**src/rtl/tt_vpu_lq_pkg.sv**
```systemverilog
// Shared load-queue types, widths and helpers for the VPU load path.
`timescale 1ns/1ps
package tt_vpu_lq_pkg;

    localparam int unsigned LQ_DEPTH = 8;
    localparam int unsigned LQID_W   = 3;
    localparam int unsigned CNT_W    = 3;
    localparam int unsigned SB_ID_W  = 5;

    // Drain command as issued by the scoreboard.
    typedef struct packed {
        logic [LQID_W-1:0]  lqid_start;
        logic [CNT_W-1:0]   ref_count;
        logic [SB_ID_W-1:0] sb_id;
    } drain_cmd_t;

    typedef enum logic [1:0] {
        ST_IDLE      = 2'd0,
        ST_WAIT_DATA = 2'd1,
        ST_WRITE     = 2'd2,
        ST_DONE      = 2'd3
    } lq_drain_state_e;

    // Circular LQ index increment; depth is a power of two so the wrap is free.
    function automatic logic [LQID_W-1:0] lqid_inc(input logic [LQID_W-1:0] lqid);
        return lqid + LQID_W'(1);
    endfunction

endpackage

```
**src/rtl/tt_lq_drain_ctrl.sv**
```systemverilog
// Walks one vector load's LQ entries into the VRF write port, one entry at a time.
`timescale 1ns/1ps
module tt_lq_drain_ctrl
    import tt_vpu_lq_pkg::*;
(
    input  logic                clk,
    input  logic                reset,
    input  logic                i_drain_req,
    input  logic [CNT_W-1:0]    i_drain_ref_count,
    input  logic [LQID_W-1:0]   i_drain_lqid_start,
    input  logic [SB_ID_W-1:0]  i_drain_sb_id,
    input  logic [LQ_DEPTH-1:0] i_lq_data_valid,
    input  logic                i_kill,
    output logic                o_draining,
    output logic                o_vrf_wr_req,
    output logic [LQID_W-1:0]   o_vrf_wr_lqid,
    input  logic                i_vrf_wr_gnt,
    output logic                o_lq_commit,
    output logic [LQID_W-1:0]   o_commit_lqid,
    output logic                o_drain_done,
    output logic [SB_ID_W-1:0]  o_done_sb_id
);

    lq_drain_state_e    state_q;
    logic [LQID_W-1:0]  cur_lqid_q;
    logic [CNT_W-1:0]   remaining_q;
    logic [SB_ID_W-1:0] sb_id_q;
    drain_cmd_t         cmd;
    logic               abort;

    assign cmd   = '{lqid_start: i_drain_lqid_start,
                     ref_count:  i_drain_ref_count,
                     sb_id:      i_drain_sb_id};
    // Reset in flight behaves like a kill for the outputs of the current cycle.
    assign abort = i_kill | reset;

    // Drain sequencer: state, walk pointer, remaining count and owning sb_id.
    always_ff @(posedge clk) begin
        if (reset) begin
            state_q     <= ST_IDLE;
            cur_lqid_q  <= '0;
            remaining_q <= '0;
            sb_id_q     <= '0;
        end else if (i_kill) begin
            state_q <= ST_IDLE;
        end else begin
            case (state_q)
                ST_IDLE: begin
                    if (i_drain_req) begin
                        cur_lqid_q  <= cmd.lqid_start;
                        remaining_q <= cmd.ref_count;
                        sb_id_q     <= cmd.sb_id;
                        state_q     <= (cmd.ref_count == '0) ? ST_DONE : ST_WAIT_DATA;
                    end
                end
                ST_WAIT_DATA: begin
                    if (i_lq_data_valid[cur_lqid_q]) begin
                        state_q <= ST_WRITE;
                    end
                end
                ST_WRITE: begin
                    if (i_vrf_wr_gnt) begin
                        cur_lqid_q <= lqid_inc(cur_lqid_q);
                        if (remaining_q != '0) begin
                            remaining_q <= remaining_q - CNT_W'(1);
                        end
                        state_q <= (remaining_q <= CNT_W'(1)) ? ST_DONE : ST_WAIT_DATA;
                    end
                end
                ST_DONE: begin
                    state_q <= ST_IDLE;
                end
                default: begin
                    state_q <= ST_IDLE;
                end
            endcase
        end
    end

    // Output decode from the state register; kill suppresses write, commit and done.
    always_comb begin
        o_draining    = 1'b0;
        o_vrf_wr_req  = 1'b0;
        o_vrf_wr_lqid = '0;
        o_lq_commit   = 1'b0;
        o_commit_lqid = '0;
        o_drain_done  = 1'b0;
        o_done_sb_id  = '0;

        o_draining = (state_q != ST_IDLE);

        if (state_q == ST_WRITE && !abort) begin
            o_vrf_wr_req  = 1'b1;
            o_vrf_wr_lqid = cur_lqid_q;
            if (i_vrf_wr_gnt) begin
                o_lq_commit   = 1'b1;
                o_commit_lqid = cur_lqid_q;
            end
        end

        if (state_q == ST_DONE && !abort) begin
            o_drain_done = 1'b1;
            o_done_sb_id = sb_id_q;
        end
    end

endmodule

```
**config.mk**
```make
export PLATFORM = sky130hd
export DESIGN_NAME = tt_lq_drain_ctrl
export DESIGN_NICKNAME = d
export VERILOG_FILES = /design/src/rtl/tt_vpu_lq_pkg.sv /design/src/rtl/tt_lq_drain_ctrl.sv
export SDC_FILE = /design/constraint.sdc
export NUM_CORES = 1
export LEC_CHECK = 0
export ABC_AREA = 1
export BUFFER_PORTS_ARGS = -buffer_cell sky130_fd_sc_hd__buf_4
export CAP_MARGIN = 5
export CORE_MARGIN = 2
export CORE_UTILIZATION = 46
export DETAILED_ROUTE_END_ITERATION = 10
export PLACE_DENSITY = 0.78
export REMOVE_ABC_BUFFERS = 1
export SLEW_MARGIN = 20
export SYNTH_ARGS = -nofsm -noshare
export SYNTH_HDL_FRONTEND = slang
export SYNTH_SLANG_ARGS = --single-unit
```
**constraint.sdc**
```tcl
create_clock -name clk -period 1.4 [get_ports clk]
set_clock_uncertainty 0.1 [all_clocks]
set_input_delay 0 -clock clk [delete_from_list [all_inputs] [get_ports clk]]
set_output_delay 0 -clock clk [all_outputs]
set_load 0.02 [all_outputs]
```
* Word level (Yosys, flattened, before mapping)
Cells that the tools add are included.
** Cells by class
- $add $sub $neg :: 2
- Order comparisons :: 2
- Eq/ne operators :: 7
- Muxes and demuxes :: 23
- Bitwise gates (word level) :: 2
- Reduce and logical (&&, ||, !) cells :: 13
** Operators by type and width (number)
- 3-bit 2-to-1 mux :: 8
- 3-bit one-hot mux with 2 select lines :: 2
- 2-bit 2-to-1 mux :: 5
- 2-bit inequality test, second input constant :: 4
- 2-bit one-hot mux with 4 select lines :: 1
- 3-bit AND reduction :: 2
- 1-bit 2-to-1 mux :: 5
- 5-bit 2-to-1 mux :: 1
- 5-bit AND reduction :: 1
- 2-bit == test, second input constant :: 2
- 3-bit by 4-bit < comparator with 1-bit output, second input constant :: 1
- 4-bit AND reduction :: 1
- 2-bit nonzero test :: 2
- 3-bit by 1-bit adder with 3-bit output, second input constant :: 1
- 1-bit binary-select mux with 3-bit select :: 1
- 3-bit by 1-bit less-or-equal comparator with 1-bit output, second input constant :: 1
- 3-bit zero test :: 1
- 3-bit nonzero test :: 1
- 3-bit by 1-bit subtractor with 3-bit output, second input constant :: 1
- 2-bit by 1-bit == test with 1-bit output, second input constant :: 1
- 1-bit logical AND :: 2
- 2-bit zero test :: 1
- 2-bit OR reduction :: 1
- 1-bit zero test :: 1
- 2 further kinds :: 2
** Storage, ports and cells
- Register bits :: 13
- Input bits :: 24
- Output and inout port bits :: 15

* Depth between registers and ports, before layout
Gate-level depths: netlist (run 1).
- Depth in word-level cells :: 4
- Depth in mapped cells :: 9

* Least setup slack after synthesis (run 1)
No wires, ideal clock.
- Kind :: register to output
- Start point :: register state_q[0]
- End point :: output o_commit_lqid[0]
- Arrival :: 1.496 ns
- Required time :: 1.300 ns
- Path slack :: -0.196 ns
- Cell stages (with the launch flop) :: 6
- Path buffers :: 0
- Path through :: dfxtp_1 > inv_1 > nand2_2 > nor2_1 > inv_1 > nor3_1
** Between the ends
- Cells in the longest elaborated chain, start to end :: 3
** Ends and longest elaborated chain
- from (decl) :: RTL line tt_lq_drain_ctrl.sv:24 : lq_drain_state_e state_q;
- from (signal assigned) :: RTL line tt_lq_drain_ctrl.sv:53 : state_q <= (cmd.ref_count == '0) ? ST_DONE : ST_WAIT_DATA;
- from (signal assigned) :: RTL line tt_lq_drain_ctrl.sv:67 : state_q <= (remaining_q <= CNT_W'(1)) ? ST_DONE : ST_WAIT_DATA;
- 2-bit == test :: RTL line tt_lq_drain_ctrl.sv:92 : if (state_q == ST_WRITE && !abort) begin
- 1-bit logical AND :: RTL line tt_lq_drain_ctrl.sv:92
- 3-bit 2-to-1 mux :: RTL line tt_lq_drain_ctrl.sv:92
- to (decl) :: RTL line tt_lq_drain_ctrl.sv:19 : output logic [LQID_W-1:0] o_commit_lqid,
No other way between the ends.

* Worst setup path after layout (run 1)
- Start point :: register state_q[0]
- End point :: output o_commit_lqid[1]
The elaborated chain is that of the path after synthesis.

==> results.toml, run 1 <==
[floorplanning]
num_rows = 15
die_h_um = 47.8
die_x_um = 47.8
start_util_pct = 49.9
coreArea_um2 = 1760
dieArea_um2 = 2280
io_pins = 39

[sta]
hold_viol = 0
tightestPinTransition_ns = 0.351
grt_setup_unrepaired = "true"
fin_crit_sh_pct = 97.9
final_max_slew_viol_count = 0
hold_ws_ns = 0.0109
period_needed_ns = 1.37
fin_tns_setup_ns = 0
max_slew_margin_pct = 76.5
max_freq_mhz = 730
setup_viol = 0

[clock_network]
insertion_delay_ns = 0.29
cts_buffers = 3
clk_path_buf_depth = 2
htreeDepth = 1
cts_tree = "built"
clk_pin_slew_ns = 0.08
cts_num_sinks = 13
cts-root-buf = "clkbuf_4"

[detailed_routing]
ant_nets = 0
viasPerCell = 4.88
wl_met1_um = 1100
vias = 1078
met2_length_um = 1310
detail_route.iter0.violations = 14
routed_wirelength_um = 2590
detailroute.wirelength.met3_um = 148
drc = 0
top_layer_used = "met4"
drt_pass1_iterations = 4
wire_per_inst_um = 11.7

[pwr]
peakVddDrop_uv = 483
intPower_uw = 657
netSwitchingFraction_pct = 32.8
pwr-share-comb_pct = 31.0
finalPower_uw = 977
powerDensity_nw_per_um2 = 677
pwr-share-clk_pct = 25.5
p_switching_uw = 320
seqPwrFrac_pct = 43.5
p_leak_nw = 0.674

[worst_setup_path]
crit_fanout = 7
cp-start-kind = "flip-flop"
cp.required_ns = 1.30
rrSetupSlack_ns = 0.05
worstSetupPathType = "reg -> out"
crit_path_end_kind = "primary output"
critPathArrivalTime_ns = 1.27

[synthesis]
synth_area_per_cell_um2 = 6.43
synth_cell_types = 23
yosys_register_bits = 13
syn_area_um2 = 881
yosysSeqAreaShare_pct = 29.5
yosysWarnings = 0
syn_inst = 137

[placed_design]
gp_routability_congestion = 0.881
dp_hpwl_um = 1790
numPortBuffers = 38

[status]
status = "finished clean"

[run]
cap_violations = 0

[grt]
grt_pass1_wl_um = 3970
grt_max_degree = 12
overflow = 0
grt_use_total_pct = 24.7
antenna_found_initial = 0
grt_pass1_vias = 962

[layout]
diodes = 0
fillers = 123
nets = 225
utilization_pct = 81.8
syn_to_final_growth_pct = 63.8
layout-drive-gt1-share_pct = 37.2

[worst_hold_path]
hold_class = "in -> reg"
[cell type report]
type                            count  area, um2  area share [%]
Multi-Input combinational cell    100        564            39.1
Timing Repair Buffer               56        455            31.6
Sequential cell                    13        269            18.6
Inverter                           23       96.3            6.68
Tap cell                           25       31.3            2.17
Clock buffer                        4       26.3            1.82
[critical path: stages (launching register included)]
cell     delay, ns
dfxtp_4       0.38
inv_4         0.07
nand2_4       0.06
nor2_4        0.13
inv_4         0.06
nor3_2        0.11
buf_4         0.16
[final timing paths]
| path | endpoint | start | depth (start not counted) |
|---|---|---|---|
| worst min register to register | sb_id_q[2] | sb_id_q[2] | 2 |
| worst max register to register | cur_lqid_q[0] | state_q[0] | 7 |
| worst min-delay path | sb_id_q[0] | reset | 4 |
| worst max-delay path | o_commit_lqid[1] | state_q[0] | 6 |
[state kept, by name, summed over array words and instances (netlist names)]
register,cells
sb_id_q,5
remaining_q,3
state_q,2
cur_lqid_q,3
[metal layers]
layer / vias up / global-route usage, %
met5: - / 0
met4: 0 / 7.03
met3: 5 / 6.42
met2: 35 / 41.1
met1: 486 / 31.5
li1: 552 / -
[synthesized netlist by cell type]
cell type	number	area (um2)
a21oi_1	10	50.1
a21oi_2	1	8.76
and2_4	1	8.76
buf_4	1	7.51
dfxtp_1	13	260
ha_1	4	50.1
inv_1	20	75.1
inv_2	2	7.51
inv_6	1	8.76
nand2_1	21	78.8
nand2_2	2	12.5
nand2_4	1	11.3
nand2_8	1	20.0
nand3_1	10	50.1
nand3b_1	1	7.51
nor2_1	25	93.8
nor2_2	1	6.26
nor2_4	1	11.3
nor3_1	4	20.0
o21ai_0	11	55.1
o21ai_1	4	20.0
o21ai_2	1	8.76
xnor2_1	1	8.76
[repair_timing]
action                                 CTS  global route
hold buffers                            14             0
endpoints found under the hold margin   13             0
gates resized for setup                 10            15
setup endpoints to repair                9            18
setup buffers                            0             1
[layout by cell type (no fill, tap or decap), types with 2 or more instances in the layout]
cell type and n:
buf_4 42, nand2_1 21, nor2_1 20, inv_1 16, dlygate4sd3_1 14, a21oi_1 10
nand3_1 10, dfxtp_1 10, o21ai_0 8, o21ai_1 7, nor2_2 5, inv_2 4
nor3_2 4, ha_1 4, clkbuf_4 3, inv_4 2, nand2_4 2, nor2_4 2
dfxtp_4 2
[cells by family after synthesis]
logic type               Yosys count  synth area share, %
AND/OR/NAND/NOR                   68                 36.4
AO/OA/AOI/OAI                     27                 16.2
buffers and inverters             24                 11.2
flip-flops                        13                 29.5
adder cells (fa/ha/maj)            4                 5.68
XOR/XNOR                           1                0.994
[power by group through the flow]
stage	combinational, mW	clock, mW	sequential, mW
3_5_place_dp	0.252	0	0.430
5_1_grt	0.336	0.274	0.427
4_1_cts	0.288	0.253	0.422
3_3_place_gp	0.245	0	0.428
2_1_floorplan	0.161	0	0.424
6_report	0.303	0.250	0.425
[metrics by stage]
step	worst slack, ns	instance area (um2)	std cells
6_report	0.0293	1440	221
5_1_grt	-0.0316	1440	221
4_1_cts	0.0111	1400	220
3_5_place_dp	0.0523	1210	202
3_3_place_gp	0.106	1210	202
2_1_floorplan	-0.268	873	136
Note: power is estimated with default switching activity, not from simulation.
==> inputs of run 2 (changes only) <==
--- a/config.mk
+++ b/config.mk
@@ -9,8 +9,10 @@
 export BUFFER_PORTS_ARGS = -buffer_cell sky130_fd_sc_hd__buf_4
 export CAP_MARGIN = 5
+export CELL_PAD_IN_SITES_DETAIL_PLACEMENT = 1
+export CELL_PAD_IN_SITES_GLOBAL_PLACEMENT = 1
 export CORE_MARGIN = 2
-export CORE_UTILIZATION = 46
+export CORE_UTILIZATION = 30
 export DETAILED_ROUTE_END_ITERATION = 10
-export PLACE_DENSITY = 0.78
+export PLACE_DENSITY_LB_ADDON = 0.1
 export REMOVE_ABC_BUFFERS = 1
 export SLEW_MARGIN = 20
==> constraint.sdc (replaced) <==
create_clock -name clk -period 1.4 [get_ports clk]
set_clock_uncertainty 0.1 [all_clocks]
set_input_delay 0.14 -clock clk [delete_from_list [all_inputs] [get_ports clk]]
set_output_delay 0.14 -clock clk [all_outputs]
set_load 0.02 [all_outputs]
==> run 2 against run 1 <==
Compared with the run above: the flow now finishes with violations (setup timing); sequential share of layout area grew 0.81 points; maximum frequency shrank 8.8%; first-iteration DRC count grew 50%; via count shrank 3.3%; count of clock-buffer cells in the layout is the same; worst setup slack lost 0.13 ns; largest cell class unchanged; largest power group unchanged; highest routed layer unchanged.
==> results.toml, run 2 (synthesized netlist as in run 1, its figures left out) <==
[worst_setup_path]
critical_path_buf_inv_count = 3
cp_common_cell = "inv_4"
crit_family = "flip-flops"
crit_path_end_kind = "primary output"
rrSetupSlack_ns = -0.02
path_cells = "inv_4 -> nand2_4 -> nor2_4 -> inv_4 -> nor3_4 -> buf_6"
cp-start-kind = "flip-flop"
critPathArrivalTime_ns = 1.26
crit_fanout = 7
slowest_delay_ns = 0.37
cp.required_ns = 1.16
worstSetupPathType = "reg -> out"
cpMaxStageDelayCell = "dfxtp_4"

[sta]
final_max_slew_viol_count = 0
fin_ws_ns = -0.103
tightestPinTransition_ns = 0.341
grt_setup_unrepaired = "true"
hold_viol = 0
max_slew_margin_pct = 77.2
max_freq_mhz = 665
fin_tns_setup_ns = -0.718
setup_viol = 14
fin_crit_sh_pct = 107
period_needed_ns = 1.50

[clock_network]
clk_pin_slew_ns = 0.08
clk_path_buf_depth = 2
htreeDepth = 1
cts_num_sinks = 13
cts_buffers = 3
insertion_delay_ns = 0.28
cts_tree = "built"
cts-root-buf = "clkbuf_4"

[detailed_routing]
ant_nets = 0
drc = 0
routed_wirelength_um = 2710
drt_pass1_iterations = 3
viasPerCell = 4.78
detail_route.iter0.violations = 21
vias = 1042
wire_per_inst_um = 12.4

[pwr]
powerDensity_nw_per_um2 = 683
seqPwrFrac_pct = 44.7
intPower_uw = 639
p_leak_nw = 0.653
pwr-share-clk_pct = 25.3
finalPower_uw = 945
peakVddDrop_uv = 534
p_switching_uw = 306
netSwitchingFraction_pct = 32.4
pwr-share-comb_pct = 30.1

[grt]
gr-usage-met2_pct = 33.8
overflow = 0
busiest_layer = "met2"
grt_use_total_pct = 17.2
grtUsageMet1_pct = 18.5
grt_use_met3_pct = 2.23
antenna_found_initial = 0
grt_max_degree = 12
grt_pass1_vias = 1058
grt_pass1_wl_um = 4570

[layout]
syn_to_final_growth_pct = 57.0
diodes = 0
layout-drive-gt1-share_pct = 41.2
reg_top3 = "sb_id_q (5), cur_lqid_q (3), remaining_q (3)"
largest_reg_flops = 5
instances_no_fill = 218
nets = 216
regArea_um2 = 269
largest-register = "sb_id_q"
mostFrequentLayoutCells = "buf_4, nand2_1, nor2_1, inv_1"
fillers = 369
layout_commonest_cell = "buf_4"
multi_input_area_um2 = 578

[floorplanning]
coreArea_um2 = 2780
io_pins = 39
die_x_um = 58.2
start_util_pct = 31.7
num_rows = 19
die_h_um = 58.2
dieArea_um2 = 3390

[status]
violations = "setup timing"
status = "complete, but fails checks"

[placed_design]
dp_hpwl_um = 2210
dpl.cell_count = 209
gp_routability_congestion = 0.757
numPortBuffers = 38
pre_cts_ws_ns = -0.0244

[worst_hold_path]
hold_class = "in -> reg"

[run]
cap_violations = 0
[run 2: cell count changes in the layout (fill, tap and decap cells not counted), sizes merged]
cell,delta
buf,+4
dlygate4sd3,-13
[run 2: per-layer routing]
layer | vias up | wire length, um
met2 | 26 | 1490
met1 | 480 | 1060
met3 | 2 | 136
met4 | 0 | 13
li1 | 534 | -
met5 | - | 0
[run 2: what timing repair did]
item,in CTS,in global routing
hold endpoints to repair,2,0
hold buffers,1,0
pin swaps,1,3
setup endpoints to repair,19,25
gates resized for setup,14,19
buffers inserted,3,2
[run 2: layout make-up]
cell class / count / share of cell area, %
flip-flops and latches: 13 / 19.5
repair buffers: 47 / 27.1
clock buffers: 4 / 1.90
well taps: 31 / 2.81
multi-input cells: 100 / 41.8
inverters: 23 / 6.97
[run 2: worst paths after layout]
path,endpoint,startpoint,cells past startpoint
worst min-delay path,sb_id_q[1],i_drain_sb_id[1],3
worst max-delay path,o_commit_lqid[0],state_q[0],6
worst min register to register,sb_id_q[2],sb_id_q[2],2
worst max register to register,sb_id_q[0],state_q[0],6
[run 2: worst min-delay path, stage by stage]
cell and delay, ns:
buf_4 0.07, o21ai_0 0.07, a21oi_1 0.10
[run 2: stage by stage]
stage | area [um2] | hold slack (ns) | util, %
6_report | 1380 | 0.0451 | 49.7
2_1_floorplan | 873 | 0.102 | -
3_3_place_gp | 1230 | 0.233 | 44.1
5_1_grt | 1380 | 0.0435 | 49.7
4_1_cts | 1310 | 0.0360 | 47.2
3_5_place_dp | 1230 | 0.239 | 44.1
[run 2: power groups by stage]
stage / registers [mW] / clock network [mW] / logic [mW]
final: 0.422 / 0.239 / 0.284
after detailed placement: 0.428 / 0 / 0.265
after global placement: 0.427 / 0 / 0.255
after global routing: 0.426 / 0.271 / 0.321
after floorplan: 0.424 / 0 / 0.161
after CTS: 0.419 / 0.254 / 0.276
==> inputs of run 3 (changes only) <==
- SKIP_LAST_GASP: default -> 1
==> run 3 against run 2 <==
Compared with the run above: the run still ends with setup timing left; count of clock-buffer cells in the layout unchanged; die area unchanged; total power about the same; critical path type unchanged; via count decreased by 0.38%; flip-flop and latch count unchanged; sequential power about the same; worst setup slack got worse by 0.044 ns.
==> results.toml, run 3 (synthesized netlist as in run 1, its figures left out) <==
[status]
status = "complete, but fails checks"
violations = "setup timing"

[floorplanning]
io_pins = 39
die_x_um = 58.2
die_h_um = 58.2
dieArea_um2 = 3390
coreArea_um2 = 2780
num_rows = 19
start_util_pct = 31.7

[placed_design]
gp_routability_congestion = 0.757
dp_hpwl_um = 2210
dpl.cell_count = 209
numPortBuffers = 38
placed_area_um2 = 1230

[run]
cap_violations = 0

[grt]
grt_pass1_wl_um = 4590
grt_max_degree = 12
gr-usage-met2_pct = 33.8
antenna_found_initial = 0
overflow = 0
grt_use_total_pct = 17.3
grt_pass1_vias = 1055
grt_use_met3_pct = 2.23
grtUsageMet1_pct = 18.7
busiest_layer = "met2"

[worst_setup_path]
cpMaxStageDelayCell = "dfxtp_4"
crit_path_end_kind = "primary output"
cp-start-kind = "flip-flop"
cp.required_ns = 1.16
critPathArrivalTime_ns = 1.31
critical_path_buf_inv_count = 3
slowest_delay_ns = 0.37
worstSetupPathType = "reg -> out"
crit_family = "flip-flops"
crit_fanout = 7
cp_common_cell = "inv_4"
path_cells = "inv_4 -> nand2_4 -> nor2_4 -> inv_4 -> nor3_2 -> buf_4"

[layout]
reg_top3 = "sb_id_q (5), cur_lqid_q (3), remaining_q (3)"
syn_to_final_growth_pct = 57.0
instances_no_fill = 218
multi_input_area_um2 = 578
nets = 216
fillers = 369
largest-register = "sb_id_q"
layout-drive-gt1-share_pct = 41.2
largest_reg_flops = 5
mostFrequentLayoutCells = "buf_4, nand2_1, nor2_1, inv_1"
layout_commonest_cell = "buf_4"
diodes = 0
regArea_um2 = 269
stdcell_area_um2 = 1380

[detailed_routing]
vias = 1038
drt_pass1_iterations = 3
drc = 0
routed_wirelength_um = 2710
ant_nets = 0
viasPerCell = 4.76
detail_route.iter0.violations = 33
wire_per_inst_um = 12.4

[clock_network]
cts_buffers = 3
cts-root-buf = "clkbuf_4"
clk_path_buf_depth = 2
cts_num_sinks = 13
insertion_delay_ns = 0.28
htreeDepth = 1
cts_tree = "built"
clk_pin_slew_ns = 0.08

[sta]
fin_crit_sh_pct = 111
tightestPinTransition_ns = 0.341
period_needed_ns = 1.55
setup_viol = 14
fin_ws_ns = -0.147
max_slew_margin_pct = 77.2
hold_viol = 0
grt_setup_unrepaired = "true"
max_freq_mhz = 646
final_max_slew_viol_count = 0

[pwr]
powerDensity_nw_per_um2 = 683
p_leak_nw = 0.652
peakVddDrop_uv = 534

[worst_hold_path]
hold_class = "in -> reg"
## run 3: worst min-delay path: cells and delay by family
family	cells	cell delay (ns)
compound gates	2	0.17
buf+inv	1	0.07
## run 3: area by class of cell
class,count,share of cell area [%]
well taps,31,2.81
repair buffers,47,27.1
clock buffers,4,1.90
flip-flops and latches,13,19.5
inverters,23,6.97
multi-input cells,100,41.8
## run 3: metrics by stage
step           total power [mW]  TNS (ns)  setup slack [ns]  hold slack, ns  util (%)
4_1_cts                   0.949    -0.555           -0.0651          0.0360      47.2
3_5_place_dp              0.693   -0.0307           -0.0244           0.239      44.1
5_1_grt                    1.02     -2.49            -0.206          0.0435      49.7
6_report                  0.945    -0.794            -0.147          0.0451      49.7
2_1_floorplan             0.586     -2.46            -0.408           0.102         -
3_3_place_gp              0.682         0            0.0299           0.233      44.1
## run 3: path summary, 6_finish.rpt
check	start	end	slack, ns	cells past startpoint
setup / recovery	state_q[0]	o_commit_lqid[2]	-0.15	6
hold / removal	i_drain_sb_id[1]	sb_id_q[1]	0.05	3
setup reg to reg	state_q[0]	sb_id_q[0]	-0.02	6
hold reg to reg	sb_id_q[2]	sb_id_q[2]	0.36	2
## run 3: power by group
| part | internal, mW | total [mW] | switching, mW |
|---|---|---|---|
| clock network | 0.110 | 0.239 | 0.128 |
| registers | 0.397 | 0.422 | 0.0245 |
| logic | 0.131 | 0.284 | 0.153 |
## run 3: metal layers
| layer | vias to the layer above | part of all wire (%) |
|---|---|---|
| li1 | 534 | - |
| met2 | 26 | 55 |
| met1 | 476 | 40 |
| met3 | 2 | 4.8 |
| met5 | - | 0 |
| met4 | 0 | 0.48 |
## run 3: timing repair
item / 4_1_cts / 5_1_grt
setup buffers: 3 / 2
hold endpoints to repair: 2 / 0
hold buffers: 1 / 0
endpoints found under the setup margin: 19 / 25
pin swaps: 1 / 4
resized for setup: 14 / 19
